### src/rtl/joystick_cmd_sched_pkg.sv
// ============================================================================
// Module      : joystick_pkg
// Description : Shared direction encoding and command record for the
//               joystick command scheduler.
// Revision    : 1.0 - initial release
// ============================================================================
`default_nettype none

package joystick_pkg;

    localparam int DIR_UP    = 3;
    localparam int DIR_DOWN  = 2;
    localparam int DIR_LEFT  = 1;
    localparam int DIR_RIGHT = 0;

    typedef logic [3:0] dir_t;

    typedef struct packed {
        logic player;
        dir_t dir;
        logic fire;
    } cmd_t;

endpackage

`default_nettype wire

### src/rtl/joystick_cmd_sched_if.sv
// ============================================================================
// Module      : joystick_cmd_sched_if
// Description : valid/ready command channel from the scheduler to game logic.
// Revision    : 1.0 - initial release
// ============================================================================
`default_nettype none

interface joystick_cmd_sched_if;
    import joystick_pkg::*;

    logic o_cmd_valid;
    logic i_cmd_ready;
    logic o_cmd_player;
    dir_t o_cmd_dir;
    logic o_cmd_fire;

    modport master (
        output o_cmd_valid,
        output o_cmd_player,
        output o_cmd_dir,
        output o_cmd_fire,
        input  i_cmd_ready
    );

    modport slave (
        input  o_cmd_valid,
        input  o_cmd_player,
        input  o_cmd_dir,
        input  o_cmd_fire,
        output i_cmd_ready
    );

endinterface

`default_nettype wire

### src/rtl/joystick_event_gen.sv
// ============================================================================
// Module      : joystick_event_gen
// Description : Per-player direction resolve, auto-repeat, fire cooldown and
//               single pending command slot. JOY_DIAG_EN enables diagonals.
// Revision    : 1.0 - initial release
// ============================================================================
`default_nettype none

module joystick_event_gen
    import joystick_pkg::*;
#(
    parameter int REPEAT_DELAY  = 12500000,
    parameter int REPEAT_PERIOD = 5000000,
    parameter int FIRE_COOLDOWN = 15000000,
    parameter int CNT_W         = 24
) (
    input  wire logic clk,
    input  wire logic rst,
    input  wire dir_t i_dir,
    input  wire logic i_fire,
    input  wire logic i_take,
    output dir_t      o_slot_dir,
    output logic      o_slot_fire,
    output logic      o_pend,
    output logic      o_overrun
);

    localparam logic [CNT_W-1:0] C_DELAY_LD  = CNT_W'(REPEAT_DELAY - 1);
    localparam logic [CNT_W-1:0] C_PERIOD_LD = CNT_W'(REPEAT_PERIOD - 1);
    localparam logic [CNT_W-1:0] C_COOL_LD   = CNT_W'(FIRE_COOLDOWN);

    dir_t             prev_dir_q, prev_dir_d;
    logic             prev_fire_q;
    logic [CNT_W-1:0] rpt_cnt_q, rpt_cnt_d;
    logic [CNT_W-1:0] cool_q, cool_d;
    logic             pend_q, pend_d;
    dir_t             slot_dir_q, slot_dir_d;
    logic             slot_fire_q, slot_fire_d;
    logic             overrun_q, overrun_d;

    dir_t w_res;
    logic w_dir_evt;
    logic w_fire_evt;

    always_comb begin
        w_res = '0;
`ifdef JOY_DIAG_EN
        if (i_dir[DIR_UP])         w_res[DIR_UP]    = 1'b1;
        else if (i_dir[DIR_DOWN])  w_res[DIR_DOWN]  = 1'b1;
        if (i_dir[DIR_LEFT])       w_res[DIR_LEFT]  = 1'b1;
        else if (i_dir[DIR_RIGHT]) w_res[DIR_RIGHT] = 1'b1;
`else
        if (i_dir[DIR_UP])         w_res[DIR_UP]    = 1'b1;
        else if (i_dir[DIR_DOWN])  w_res[DIR_DOWN]  = 1'b1;
        else if (i_dir[DIR_LEFT])  w_res[DIR_LEFT]  = 1'b1;
        else if (i_dir[DIR_RIGHT]) w_res[DIR_RIGHT] = 1'b1;
`endif
    end

    always_comb begin
        prev_dir_d = w_res;
        rpt_cnt_d  = rpt_cnt_q;
        w_dir_evt  = 1'b0;
        if (w_res == '0) begin
            rpt_cnt_d = '0;
        end else if (w_res != prev_dir_q) begin
            w_dir_evt = 1'b1;
            rpt_cnt_d = C_DELAY_LD;
        end else if (rpt_cnt_q == '0) begin
            w_dir_evt = 1'b1;
            rpt_cnt_d = C_PERIOD_LD;
        end else begin
            rpt_cnt_d = rpt_cnt_q - 1'b1;
        end

        w_fire_evt = 1'b0;
        cool_d     = cool_q;
        if (i_fire && !prev_fire_q && cool_q == '0) begin
            w_fire_evt = 1'b1;
            cool_d     = C_COOL_LD;
        end else if (cool_q != '0) begin
            cool_d = cool_q - 1'b1;
        end

        // A slot being handed to the arbiter this cycle counts as empty,
        // so a new event refills it instead of merging.
        pend_d      = pend_q & ~i_take;
        slot_dir_d  = slot_dir_q;
        slot_fire_d = slot_fire_q;
        overrun_d   = 1'b0;
        if (w_dir_evt || w_fire_evt) begin
            if (pend_q && !i_take) begin
                overrun_d   = 1'b1;
                slot_fire_d = slot_fire_q | w_fire_evt;
                if (w_dir_evt) slot_dir_d = w_res;
            end else begin
                pend_d      = 1'b1;
                slot_dir_d  = w_dir_evt ? w_res : '0;
                slot_fire_d = w_fire_evt;
            end
        end
    end

    always_ff @(posedge clk) begin
        if (rst) begin
            prev_dir_q  <= '0;
            prev_fire_q <= 1'b0;
            rpt_cnt_q   <= '0;
            cool_q      <= '0;
            pend_q      <= 1'b0;
            slot_dir_q  <= '0;
            slot_fire_q <= 1'b0;
            overrun_q   <= 1'b0;
        end else begin
            prev_dir_q  <= prev_dir_d;
            prev_fire_q <= i_fire;
            rpt_cnt_q   <= rpt_cnt_d;
            cool_q      <= cool_d;
            pend_q      <= pend_d;
            slot_dir_q  <= slot_dir_d;
            slot_fire_q <= slot_fire_d;
            overrun_q   <= overrun_d;
        end
    end

    assign o_slot_dir  = slot_dir_q;
    assign o_slot_fire = slot_fire_q;
    assign o_pend      = pend_q;
    assign o_overrun   = overrun_q;

endmodule

`default_nettype wire

### src/rtl/joystick_cmd_sched.sv
// ============================================================================
// Module      : joystick_cmd_sched
// Description : Two-player joystick command scheduler with round-robin
//               arbitration onto one valid/ready channel. JOY_DIAG_EN enables
//               diagonal directions in the per-player event generators.
// Revision    : 1.0 - initial release
// ============================================================================
`default_nettype none

module joystick_cmd_sched
    import joystick_pkg::*;
#(
    parameter int REPEAT_DELAY  = 12500000,
    parameter int REPEAT_PERIOD = 5000000,
    parameter int FIRE_COOLDOWN = 15000000,
    parameter int CNT_W         = 24
) (
    input  wire logic              clk,
    input  wire logic              rst,
    input  wire dir_t              i_p0_dir,
    input  wire logic              i_p0_fire,
    input  wire dir_t              i_p1_dir,
    input  wire logic              i_p1_fire,
    joystick_cmd_sched_if.master   cmd_if,
    output logic [1:0]             o_overrun
);

    dir_t       w_dir_in   [2];
    logic [1:0] w_fire_in;
    dir_t       w_slot_dir [2];
    logic [1:0] w_slot_fire;
    logic [1:0] w_pend;
    logic [1:0] w_take;
    logic       w_grant;
    logic       w_load;

    logic valid_q, valid_d;
    cmd_t cmd_q, cmd_d;
    logic ptr_q, ptr_d;

    assign w_dir_in[0] = i_p0_dir;
    assign w_dir_in[1] = i_p1_dir;
    assign w_fire_in   = {i_p1_fire, i_p0_fire};

    for (genvar p = 0; p < 2; p++) begin : g_player
        joystick_event_gen #(
            .REPEAT_DELAY  (REPEAT_DELAY),
            .REPEAT_PERIOD (REPEAT_PERIOD),
            .FIRE_COOLDOWN (FIRE_COOLDOWN),
            .CNT_W         (CNT_W)
        ) u_event_gen (
            .clk         (clk),
            .rst         (rst),
            .i_dir       (w_dir_in[p]),
            .i_fire      (w_fire_in[p]),
            .i_take      (w_take[p]),
            .o_slot_dir  (w_slot_dir[p]),
            .o_slot_fire (w_slot_fire[p]),
            .o_pend      (w_pend[p]),
            .o_overrun   (o_overrun[p])
        );
    end

    // The pointer remembers the last grantee; with both pending the other
    // player wins, which yields strict alternation under contention.
    always_comb begin
        w_grant = (&w_pend) ? ~ptr_q : w_pend[1];
        w_load  = (~valid_q | cmd_if.i_cmd_ready) & (|w_pend);
        w_take  = '0;
        valid_d = valid_q;
        cmd_d   = cmd_q;
        ptr_d   = ptr_q;
        if (w_load) begin
            w_take[w_grant] = 1'b1;
            valid_d         = 1'b1;
            cmd_d.player    = w_grant;
            cmd_d.dir       = w_slot_dir[w_grant];
            cmd_d.fire      = w_slot_fire[w_grant];
            ptr_d           = w_grant;
        end else if (cmd_if.i_cmd_ready) begin
            valid_d = 1'b0;
        end
    end

    always_ff @(posedge clk) begin
        if (rst) begin
            valid_q <= 1'b0;
            cmd_q   <= '0;
            ptr_q   <= 1'b1;
        end else begin
            valid_q <= valid_d;
            cmd_q   <= cmd_d;
            ptr_q   <= ptr_d;
        end
    end

    assign cmd_if.o_cmd_valid  = valid_q;
    assign cmd_if.o_cmd_player = cmd_q.player;
    assign cmd_if.o_cmd_dir    = cmd_q.dir;
    assign cmd_if.o_cmd_fire   = cmd_q.fire;

endmodule

`default_nettype wire

### src/flat_wrapper.sv
// flat-port wrapper written by rule: the top's interface ports become plain ports
module joystick_cmd_sched_flat import joystick_pkg::*;
#(
    parameter int REPEAT_DELAY  = 12500000,
    parameter int REPEAT_PERIOD = 5000000,
    parameter int FIRE_COOLDOWN = 15000000,
    parameter int CNT_W         = 24
)
  (clk, rst, i_p0_dir, i_p0_fire, i_p1_dir, i_p1_fire, o_overrun, cmd_if_o_cmd_valid, cmd_if_o_cmd_player, cmd_if_o_cmd_dir, cmd_if_o_cmd_fire, cmd_if_i_cmd_ready);
  joystick_cmd_sched_if cmd_if_i ();
  input  wire logic clk;
  input  wire logic rst;
  input  wire dir_t i_p0_dir;
  input  wire logic i_p0_fire;
  input  wire dir_t i_p1_dir;
  input  wire logic i_p1_fire;
  output logic [1:0] o_overrun;
  output wire logic [$bits(cmd_if_i.o_cmd_valid)-1:0] cmd_if_o_cmd_valid;
  output wire logic [$bits(cmd_if_i.o_cmd_player)-1:0] cmd_if_o_cmd_player;
  output wire logic [$bits(cmd_if_i.o_cmd_dir)-1:0] cmd_if_o_cmd_dir;
  output wire logic [$bits(cmd_if_i.o_cmd_fire)-1:0] cmd_if_o_cmd_fire;
  input wire logic [$bits(cmd_if_i.i_cmd_ready)-1:0] cmd_if_i_cmd_ready;
  assign cmd_if_o_cmd_valid = cmd_if_i.o_cmd_valid;
  assign cmd_if_o_cmd_player = cmd_if_i.o_cmd_player;
  assign cmd_if_o_cmd_dir = cmd_if_i.o_cmd_dir;
  assign cmd_if_o_cmd_fire = cmd_if_i.o_cmd_fire;
  assign cmd_if_i.i_cmd_ready = cmd_if_i_cmd_ready;
  joystick_cmd_sched #(.REPEAT_DELAY(REPEAT_DELAY), .REPEAT_PERIOD(REPEAT_PERIOD), .FIRE_COOLDOWN(FIRE_COOLDOWN), .CNT_W(CNT_W)) u_core (.clk(clk), .rst(rst), .i_p0_dir(i_p0_dir), .i_p0_fire(i_p0_fire), .i_p1_dir(i_p1_dir), .i_p1_fire(i_p1_fire), .cmd_if(cmd_if_i), .o_overrun(o_overrun));
endmodule
### config.mk
export PLATFORM = sky130hd
export DESIGN_NAME = joystick_cmd_sched_flat
export DESIGN_NICKNAME = d
export VERILOG_FILES = /design/src/rtl/joystick_cmd_sched_pkg.sv /design/src/rtl/joystick_cmd_sched_if.sv /design/src/rtl/joystick_event_gen.sv /design/src/rtl/joystick_cmd_sched.sv /design/src/flat_wrapper.sv
export SDC_FILE = /design/constraint.sdc
export NUM_CORES = 1
export LEC_CHECK = 0
export CAP_MARGIN = 10
export CELL_PAD_IN_SITES_DETAIL_PLACEMENT = 2
export CELL_PAD_IN_SITES_GLOBAL_PLACEMENT = 2
export CORE_ASPECT_RATIO = 0.8
export CORE_MARGIN = 2
export CORE_UTILIZATION = 34
export DETAILED_ROUTE_END_ITERATION = 8
export GPL_TIMING_DRIVEN = 0
export PLACE_DENSITY = 0.76
export SKIP_CTS_REPAIR_TIMING = 1
export SLEW_MARGIN = 20
export SYNTH_ARGS = -nofsm -noshare
export SYNTH_HDL_FRONTEND = slang
export SYNTH_SLANG_ARGS = --single-unit
export TNS_END_PERCENT = 100
### constraint.sdc
create_clock -name clk -period 2.7 [get_ports clk]
set_clock_uncertainty 0.2 [all_clocks]
set_input_delay 0.27 -clock clk [delete_from_list [all_inputs] [get_ports clk]]
set_output_delay 0.27 -clock clk [all_outputs]
set_load 0.02 [all_outputs]
Yosys cells after proc, flatten, opt, wreduce, memory -nomap -nowiden
Cells that the tools add are included.
{"block": "classes", "add_sub_neg": 4, "n_mul": 0, "div_mod_pow": 0, "order_cmp": 3, "eq_ne": 4, "n_shift": 0, "n_mux": 55, "n_bitwise": 13, "n_reduce_logical": 38}
{"operator": "2-to-1 mux 24 bit", "n": 8}
{"operator": "zero test 24 bit", "n": 4}
{"operator": "subtractor 24 x 1 -> 24 bit (second input constant)", "n": 4}
{"operator": "nonzero test 24 bit", "n": 2}
{"operator": "2-to-1 mux 4 bit", "n": 9}
{"operator": "2-to-1 mux 1 bit", "n": 32}
{"operator": "OR reduction 2 bit", "n": 7}
{"operator": "zero test 4 bit", "n": 2}
{"operator": "inequality test 4 bit", "n": 2}
{"operator": "OR reduction 4 bit", "n": 2}
{"operator": "logical AND 1 bit", "n": 7}
{"operator": "2-to-1 mux 2 bit", "n": 3}
{"operator": "2-to-1 mux 3 bit", "n": 2}
{"operator": "inverter 1 bit", "n": 6}
{"operator": "AND reduction 2 bit", "n": 3}
{"operator": "nonzero test 2 bit", "n": 3}
{"operator": "OR reduction 3 bit", "n": 2}
{"operator": "zero test 1 bit", "n": 4}
{"operator": "inequality test 2 bit (second input constant)", "n": 2}
{"operator": "bitwise AND 1 bit", "n": 3}
{"operator": "OR 1 bit", "n": 3}
{"operator": ">= comparator 2 bit (second input constant)", "n": 1}
{"operator": "logical OR 1 bit", "n": 2}
{"operator": "less-than comparator 1 x 2 -> 1 bit (second input constant)", "n": 1}
{"operator": "3 further kinds", "n": 3}
{"block": "word_totals", "reg_bits": 128, "latch_bits": 0, "ramBits": 0, "rom_bits": 0, "input_bits": 13, "output_inout_bits": 9, "mem_count": 0}

Depth between registers and ports, before layout
Gate-level depths: netlist (run 1).
{"block": "depth", "depth_word": 11, "depth_mapped": 11, "mapped_depth_nobuf": 8}

By module
From an unflattened synthesis (run 1), not the netlist that was laid out.
{"block": "hier_totals", "cells_unflattened": 655, "hier_area_um2": 5890.6}
{"mod": "joystick_event_gen (u_core.g_player[0].u_event_gen)", "instances": 1, "cells_per_inst": 309, "area_per_inst_um2": 2795.2}
{"mod": "joystick_event_gen (u_core.g_player[1].u_event_gen)", "instances": 1, "cells_per_inst": 306, "area_per_inst_um2": 2722.6}
{"mod": "joystick_cmd_sched", "instances": 1, "cells_per_inst": 40, "area_per_inst_um2": 372.9}

Worst setup path before layout (run 1)
OpenSTA, ideal clock, no wires.
{"block": "synth_timing", "path_type": "register to register", "startpoint": "register u_core.g_player[1].u_event_gen.rpt_cnt_q[16]", "endpoint": "register u_core.g_player[1].u_event_gen.overrun_q", "setup_time_ns": 0.087, "t_arrival_ns": 2.620, "slack_ns": -0.208, "path_stages_with_launch": 10, "period_less_slack_ns": 2.908, "cell_sequence": "dfxtp_1 or4_1 buf_2 or3_1 or4_4 buf_6 and2_4 buf_6 o21ba_1 nor4b_2"}
{"block": "synth_via", "elab_chain_len": 7}
{"element": "start, declared", "line_no": "joystick_event_gen.sv:34", "source": "logic [CNT_W-1:0] rpt_cnt_q, rpt_cnt_d;"}
{"element": "start signal, assigned", "line_no": "joystick_event_gen.sv:117", "source": "rpt_cnt_q <= rpt_cnt_d;"}
{"element": "zero test 24 bit", "line_no": "joystick_event_gen.sv:69", "source": "end else if (rpt_cnt_q == '0) begin"}
{"element": "2-to-1 mux 1 bit", "line_no": "joystick_event_gen.sv:69"}
{"element": "2-to-1 mux 1 bit", "line_no": "joystick_event_gen.sv:66", "source": "end else if (w_res != prev_dir_q) begin"}
{"element": "2-to-1 mux 1 bit", "line_no": "joystick_event_gen.sv:64", "source": "if (w_res == '0) begin"}
{"element": "logical OR 1 bit", "line_no": "joystick_event_gen.sv:91", "source": "if (w_dir_evt || w_fire_evt) begin"}
{"element": "inverter 1 bit (no source line)"}
{"element": "OR reduction 2 bit (no source line)"}
{"element": "end signal, assigned", "line_no": "joystick_event_gen.sv:122", "source": "overrun_q <= overrun_d;"}
{"element": "end, declared", "line_no": "joystick_event_gen.sv:39", "source": "logic overrun_q, overrun_d;"}
No other way between the ends.
A chain may end at the register's enable or synchronous reset.

Worst setup path after layout (run 1)
{"block": "layout_timing", "startpoint": "register u_core.g_player[1].u_event_gen.rpt_cnt_q[3]", "endpoint": "register u_core.g_player[1].u_event_gen.overrun_q"}
Same word-level chain as after synthesis.

==> results by group, run 1 <==
Yosys
  • Synth warn: 0
  • Yosys reg bits: 128
  • Dominant synthesized flop cell: dfxtp_1
  • Register area share after synthesis: 0.452
  • Async SR Flop Fraction: 0
  • Synthesized instance count: 637
  • Post-synth EDFFs: 0
  • Post-synth top cells: dfxtp_1, nor2_1, a21oi_1, nor3_1, xnor2_1
  • Largest area contributor in the netlist: dfxtp_1
  • Post-Syn Area per Cell: 8.89 um2
  • Most frequent cell after synthesis: dfxtp_1
  • Synth area leaders: dfxtp_1, nor2_1, xnor2_1
  • Netlist cell types: 53
  • Synth Net Count: 656
  • Synth top area share: 0.452
  • Mapped Area: 5660 um2

Die
  • Die Height: 119 um
  • Io pins: 22
  • Row cnt: 42
  • DIE WIDTH: 148 um
  • Core area: 16400 um2
  • Die ar.: 17700 um2
  • Initial core utilization: 0.344

Outcome
  • Failing checks: setup timing
  • Status: complete, but fails checks

Hold path
  • Hold Startpoint: i_p0_dir[3]
  • Worst hold path depth: 2
  • Worst min-delay path endpoint: u_core.g_player[0].u_event_gen.prev_dir_q[3]
  • HP Class: input pin to register

Final layout
  • Final Net Count: 719
  • Area Growth Syn to Fin: 29.4%
  • Layout cells sized above 1: 0.198
  • Final core utilization: 0.446
  • Fillers: 1723
  • Post-route insts no fill: 932
  • ANT cells: 0

Drt
  • Top Layer Used: met4
  • Routed vias: 5084
  • DR pass1 iterations: 4
  • Vias per cell: 5.45
  • Drt wl/cell: 19.0 um
  • Initial DRC Count: 179
  • Antenna viol nets, final: 0
  • Met3 WL post-DR: 332 um
  • M1 wire length: 7900 um
  • DR DRC count: 0
  • Total Routed Length: 17700 um
  • Metal2 WL: 9260 um

Pwr
  • Maximum VDD drop: 0.410 mV
  • Total internal power: 5.10 mW
  • Pwr Total: 8.29 mW
  • Pleak: 2.63 nW
  • Comb pwr share: 0.405
  • Sequential share of power: 0.322
  • Sw Ratio: 0.384
  • Clk network pwr share: 0.273
  • Power Density: 1130 nW/um2
  • Switch Pwr: 3.18 mW

Timing
  • Post-Route Setup TNS: -2.20 ns
  • Final Cycle Share: 1.12
  • Slew at the pin with the worst max-slew slack: 1.15 ns
  • Achievable Freq: 0.331 GHz
  • Period minus WS final: 3.02 ns
  • Final Hold Fails: 0
  • Max-slew violations: 0
  • Rel. slew slack: 0.229
  • Unrepaired setup endpoints after global routing: true
  • Final Worst Setup Slack: -0.319 ns
  • Setup violators final: 16

CTS
  • H-Tree Depth: 4
  • Max clock buf depth: 2
  • Root Buffer: clkbuf_16
  • Worst-skew pair later-pin latency: 0.42 ns
  • CTS tree: yes
  • Worst-path clk slew: 0.05 ns
  • Number of buffers created by CTS: 17
  • Clock Sinks: 128

Place
  • Placed insts: 876
  • Dpl ws: -0.927 ns
  • Number of buffers added on ports: 19
  • Final HPWL DP: 11700 um
  • Routability cong.: 0.751

Critical path
  • Max Fanout on Critical Path: 4
  • R2R depth: 8
  • Crit. End Element: register
  • Critical R2R Launch: u_core.g_player[1].u_event_gen.rpt_cnt_q[3]
  • Req. time, crit path: 2.82 ns
  • Crit path launch type: register
  • R2R Setup Slk: -0.32 ns
  • WP data arrival: 3.14 ns
  • Kind of critical path: register to register
  • R2r endpoint: u_core.g_player[1].u_event_gen.o_overrun

Job
  • Max-Cap Viols: 0

Global route
  • GRT overflow: 0
  • Largest net degree at the start of global routing: 17
  • First-pass GRT wire length: 27200 um
  • GRT Util Overall: 0.194
  • Number of global-route vias before repair: 5374
  • Initial antenna violation count: 0
-- layer usage --
layer / GRT usage / up-vias
met4: 0.0661 / 0
met3: 0.0414 / 15
met2: 0.337 / 39
li1: - / 2457
met5: 0 / -
met1: 0.237 / 2573
-- final cells by class --
type | instances | area, um2 | share of cell area
multi-input combinational | 469 | 3300 | 0.451
buffer | 23 | 143 | 0.0195
clock inverter | 6 | 80.1 | 0.0109
clock buffer | 25 | 495 | 0.0676
tap | 220 | 275 | 0.0376
timing repair buffer | 49 | 415 | 0.0567
inverter | 12 | 45.0 | 0.00615
sequential | 128 | 2570 | 0.351
-- kinds of logic (layout without fill, tap and decap cells) --
family                     after synthesis  in the layout  share of synthesized area
AOI/OAI and AO/OA                      126            126                      0.145
xor gates and xnor gates                56             56                     0.0866
adders and majority gates                6              6                     0.0133
buffers and inverters                   40            115                     0.0309
DFF                                    128            128                      0.452
muxes                                    3              3                    0.00552
and+or+nand+nor                        278            278                      0.266
-- power groups by stage --
stage / clock (mW) / sequential, mW / combinational (mW)
floorplan: 0 / 2.55 / 1.86
global placement: 0 / 2.60 / 2.31
detailed placement: 0 / 2.65 / 2.45
CTS: 2.32 / 2.61 / 2.50
global route: 2.42 / 2.72 / 3.69
finish: 2.26 / 2.66 / 3.36
-- flip-flops by register name, indices dropped and copies added, names as in the netlist --
name,count
u_core.g_player.u_event_gen.prev_fire_q,2
u_core.g_player.u_event_gen.rpt_cnt_q,48
u_core.g_player.u_event_gen.o_slot_fire,2
u_core.cmd_if.o_cmd_player,1
u_core.g_player.u_event_gen.o_slot_dir,8
u_core.cmd_if.o_cmd_fire,1
u_core.g_player.u_event_gen.prev_dir_q,8
u_core.g_player.u_event_gen.cool_q,48
u_core.cmd_if.o_cmd_dir,4
u_core.g_player.u_event_gen.o_overrun,2
u_core.cmd_if.o_cmd_valid,1
u_core.g_player.u_event_gen.o_pend,2
u_core.ptr_q,1
-- cell usage in the layout, fill, tap and decap left out, types with 9 or more instances in the layout --
cell	synthesis	layout
a211oi_1	23	18
inv_1	12	12
nand2b_1	11	11
or3_1	27	20
dfxtp_1	128	122
nand2_1	26	26
clkbuf_1	20	16
buf_4	2	34
nor3_1	43	34
clkbuf_16	0	17
nor2b_1	9	9
a21oi_1	47	39
xnor2_1	33	33
clkdlybuf4s50_1	0	19
nor2_1	77	74
nor4_1	23	18
or4_4	1	13
o21ai_0	14	14
xor2_1	23	23
-- per-stage QoR --
stage | cell area, um2 | hold slack, ns
detailed placement | 6150 | 0.251
finish | 7330 | 0.0531
global placement | 6150 | 0.246
floorplan | 5680 | 0.160
global route | 7330 | 0.0590
CTS | 6720 | 0.0417
-- worst max-delay path by stage --
stage                                                 start                                         to  depth (start not counted)
4_1_cts            u_core.g_player[1].u_event_gen.cool_q[8]  u_core.g_player[1].u_event_gen.cool_q[13]                          7
3_5_place_dp       u_core.g_player[1].u_event_gen.cool_q[8]  u_core.g_player[1].u_event_gen.cool_q[13]                          7
5_1_grt         u_core.g_player[1].u_event_gen.rpt_cnt_q[3]   u_core.g_player[1].u_event_gen.o_overrun                          8
3_3_place_gp       u_core.g_player[1].u_event_gen.cool_q[8]   u_core.g_player[1].u_event_gen.cool_q[5]                          8
6_report        u_core.g_player[1].u_event_gen.rpt_cnt_q[3]   u_core.g_player[1].u_event_gen.o_overrun                          8
2_1_floorplan  u_core.g_player[1].u_event_gen.rpt_cnt_q[16]   u_core.g_player[1].u_event_gen.o_overrun                          9
-- critical path, cell delays in order (launching register included) --
cell	delay [ns]
dfxtp_4	0.35
or3_4	0.37
or4_4	0.49
buf_6	0.14
or4_4	0.55
and2_4	0.19
buf_8	0.11
o21ba_4	0.22
nor4b_4	0.29
Note: power is estimated with default switching activity, not from simulation.
==> inputs of run 2 (changes only) <==
CAP_MARGIN = unset   (was 10)
CORE_UTILIZATION = 38   (was 34)
PLACE_DENSITY = 0.8   (was 0.76)
clock period = 3.36 ns   (was 2.7 ns; I/O delays follow)
==> results by group, run 2 (synthesis gave the netlist of run 1 again) <==
Final layout
  • Final core utilization: 0.471
  • Top Registers: u_core.g_player.u_event_gen.cool_q (48), u_core.g_player.u_event_gen.rpt_cnt_q (48)
  • Post-route insts no fill: 875
  • ANT cells: 0
  • Most frequent cells in the layout: dfxtp_1, nor2_1, a21oi_1
  • Commonest non-fill, non-tap cell in the layout: dfxtp_1
  • Final Net Count: 697
  • Layout cells sized above 1: 0.0854
  • Area Growth Syn to Fin: 20.2%

CTS
  • CTS tree: yes
  • Root Buffer: clkbuf_16
  • Max clock buf depth: 2
  • Worst-skew pair later-pin latency: 0.42 ns
  • Clock Sinks: 128
  • Number of buffers created by CTS: 17
  • Worst-path clk slew: 0.06 ns
  • H-Tree Depth: 4

Drt
  • Antenna viol nets, final: 0
  • Total Routed Length: 16800 um
  • Initial DRC Count: 213
  • M1 wire length: 8060 um
  • Met3 WL post-DR: 456 um
  • Vias per cell: 5.70
  • Metal2 WL: 8020 um
  • DR pass1 iterations: 4
  • Drt wl/cell: 19.2 um
  • Top Layer Used: met4
  • Routed vias: 4989
  • DR DRC count: 0

Outcome
  • Status: completed

Global route
  • Largest net degree at the start of global routing: 17
  • Number of global-route vias before repair: 5372
  • GRT overflow: 0
  • Initial antenna violation count: 0
  • GRT Util Overall: 0.224
  • First-pass GRT wire length: 28200 um

Hold path
  • HP Class: input pin to register
  • Worst hold path depth: 2

Critical path
  • Crit path launch type: register
  • Max Fanout on Critical Path: 10
  • Kind of critical path: register to register
  • Crit. End Element: register
  • Req. time, crit path: 3.48 ns
  • WP data arrival: 3.32 ns
  • R2R depth: 9

Die
  • DIE WIDTH: 141 um
  • Die ar.: 15900 um2
  • Initial core utilization: 0.392
  • Core area: 14400 um2
  • Row cnt: 39
  • Io pins: 22
  • Die Height: 113 um

Timing
  • Max-slew violations: 0
  • Period minus WS final: 3.20 ns
  • Final Hold Fails: 0
  • Final Worst Setup Slack: 0.160 ns
  • Slew at the pin with the worst max-slew slack: 0.937 ns
  • Unrepaired setup endpoints after global routing: false
  • Final hold slack: 0.128 ns
  • Rel. slew slack: 0.369
  • Final Cycle Share: 0.952
  • Achievable Freq: 0.313 GHz
  • Setup violators final: 0

Place
  • Number of buffers added on ports: 19
  • Placed insts: 840
  • Routability cong.: 0.792
  • Dpl ws: -0.0798 ns
  • Final HPWL DP: 11600 um

Pwr
  • Power Density: 918 nW/um2
  • Maximum VDD drop: 0.417 mV
  • Pleak: 2.45 nW
  • Pwr Total: 6.25 mW

Job
  • Max-Cap Viols: 0
-- run 2: cell count changes in the layout (fill, tap and decap cells not counted), sizes merged --
cell,delta
bufinv,+3
clkinvlp,+2
buf,-30
clkinv,-1
clkbuf,+5
-- run 2: worst paths after layout --
check | startpoint | to | slack, ns
min | i_p0_dir[3] | u_core.g_player[0].u_event_gen.prev_dir_q[3] | 0.13
max | u_core.g_player[1].u_event_gen.rpt_cnt_q[16] | u_core.g_player[1].u_event_gen.o_overrun | 0.16
min reg2reg | u_core.g_player[1].u_event_gen.rpt_cnt_q[0] | u_core.g_player[1].u_event_gen.rpt_cnt_q[0] | 0.26
max reg2reg | u_core.g_player[1].u_event_gen.rpt_cnt_q[16] | u_core.g_player[1].u_event_gen.o_overrun | 0.16
-- run 2: final cells by class --
cell class | instances | area [um2]
fill | 1566 | 7640
multi-input combinational | 469 | 2960
sequential | 128 | 2560
clock buffer | 22 | 484
tap | 184 | 230
timing repair buffer | 22 | 213
clock inverter | 10 | 180
buffer | 28 | 134
inverter | 12 | 45.0
-- run 2: per-stage QoR --
step,TNS [ns],area (um2)
floorplan,0,5660
global placement,-0.0774,6080
detailed placement,-0.474,6080
CTS,-1.20,6750
global route,0,6810
finish,0,6810
-- run 2: power by group --
part | switching [mW] | total (mW) | internal, mW
clock | 0.694 | 2.09 | 1.39
combinational | 1.26 | 2.06 | 0.798
sequential | 0.298 | 2.11 | 1.81
total | 2.25 | 6.25 | 4.00
-- run 2: worst max-delay path, cell delays in order (launching register included) --
cell	delay, ns
dfxtp_1	0.36
or4_1	0.52
buf_2	0.17
or3_1	0.40
or4_4	0.54
buf_6	0.16
and2_4	0.16
buf_6	0.14
o21ba_1	0.20
nor4b_2	0.26
-- run 2: routing by layer --
| metal | vias up | GRT usage |
|---|---|---|
| met5 | - | 0 |
| met4 | 0 | 0.0787 |
| met1 | 2498 | 0.290 |
| met3 | 26 | 0.0525 |
| met2 | 51 | 0.368 |
| li1 | 2414 | - |
==> inputs of run 3 (changes only) <==
ABC_CLOCK_PERIOD_IN_PS = 3360   (was unset)
==> results of run 3 <==
Same layout as run 2: the final DEF is identical, and so are final timing and power.
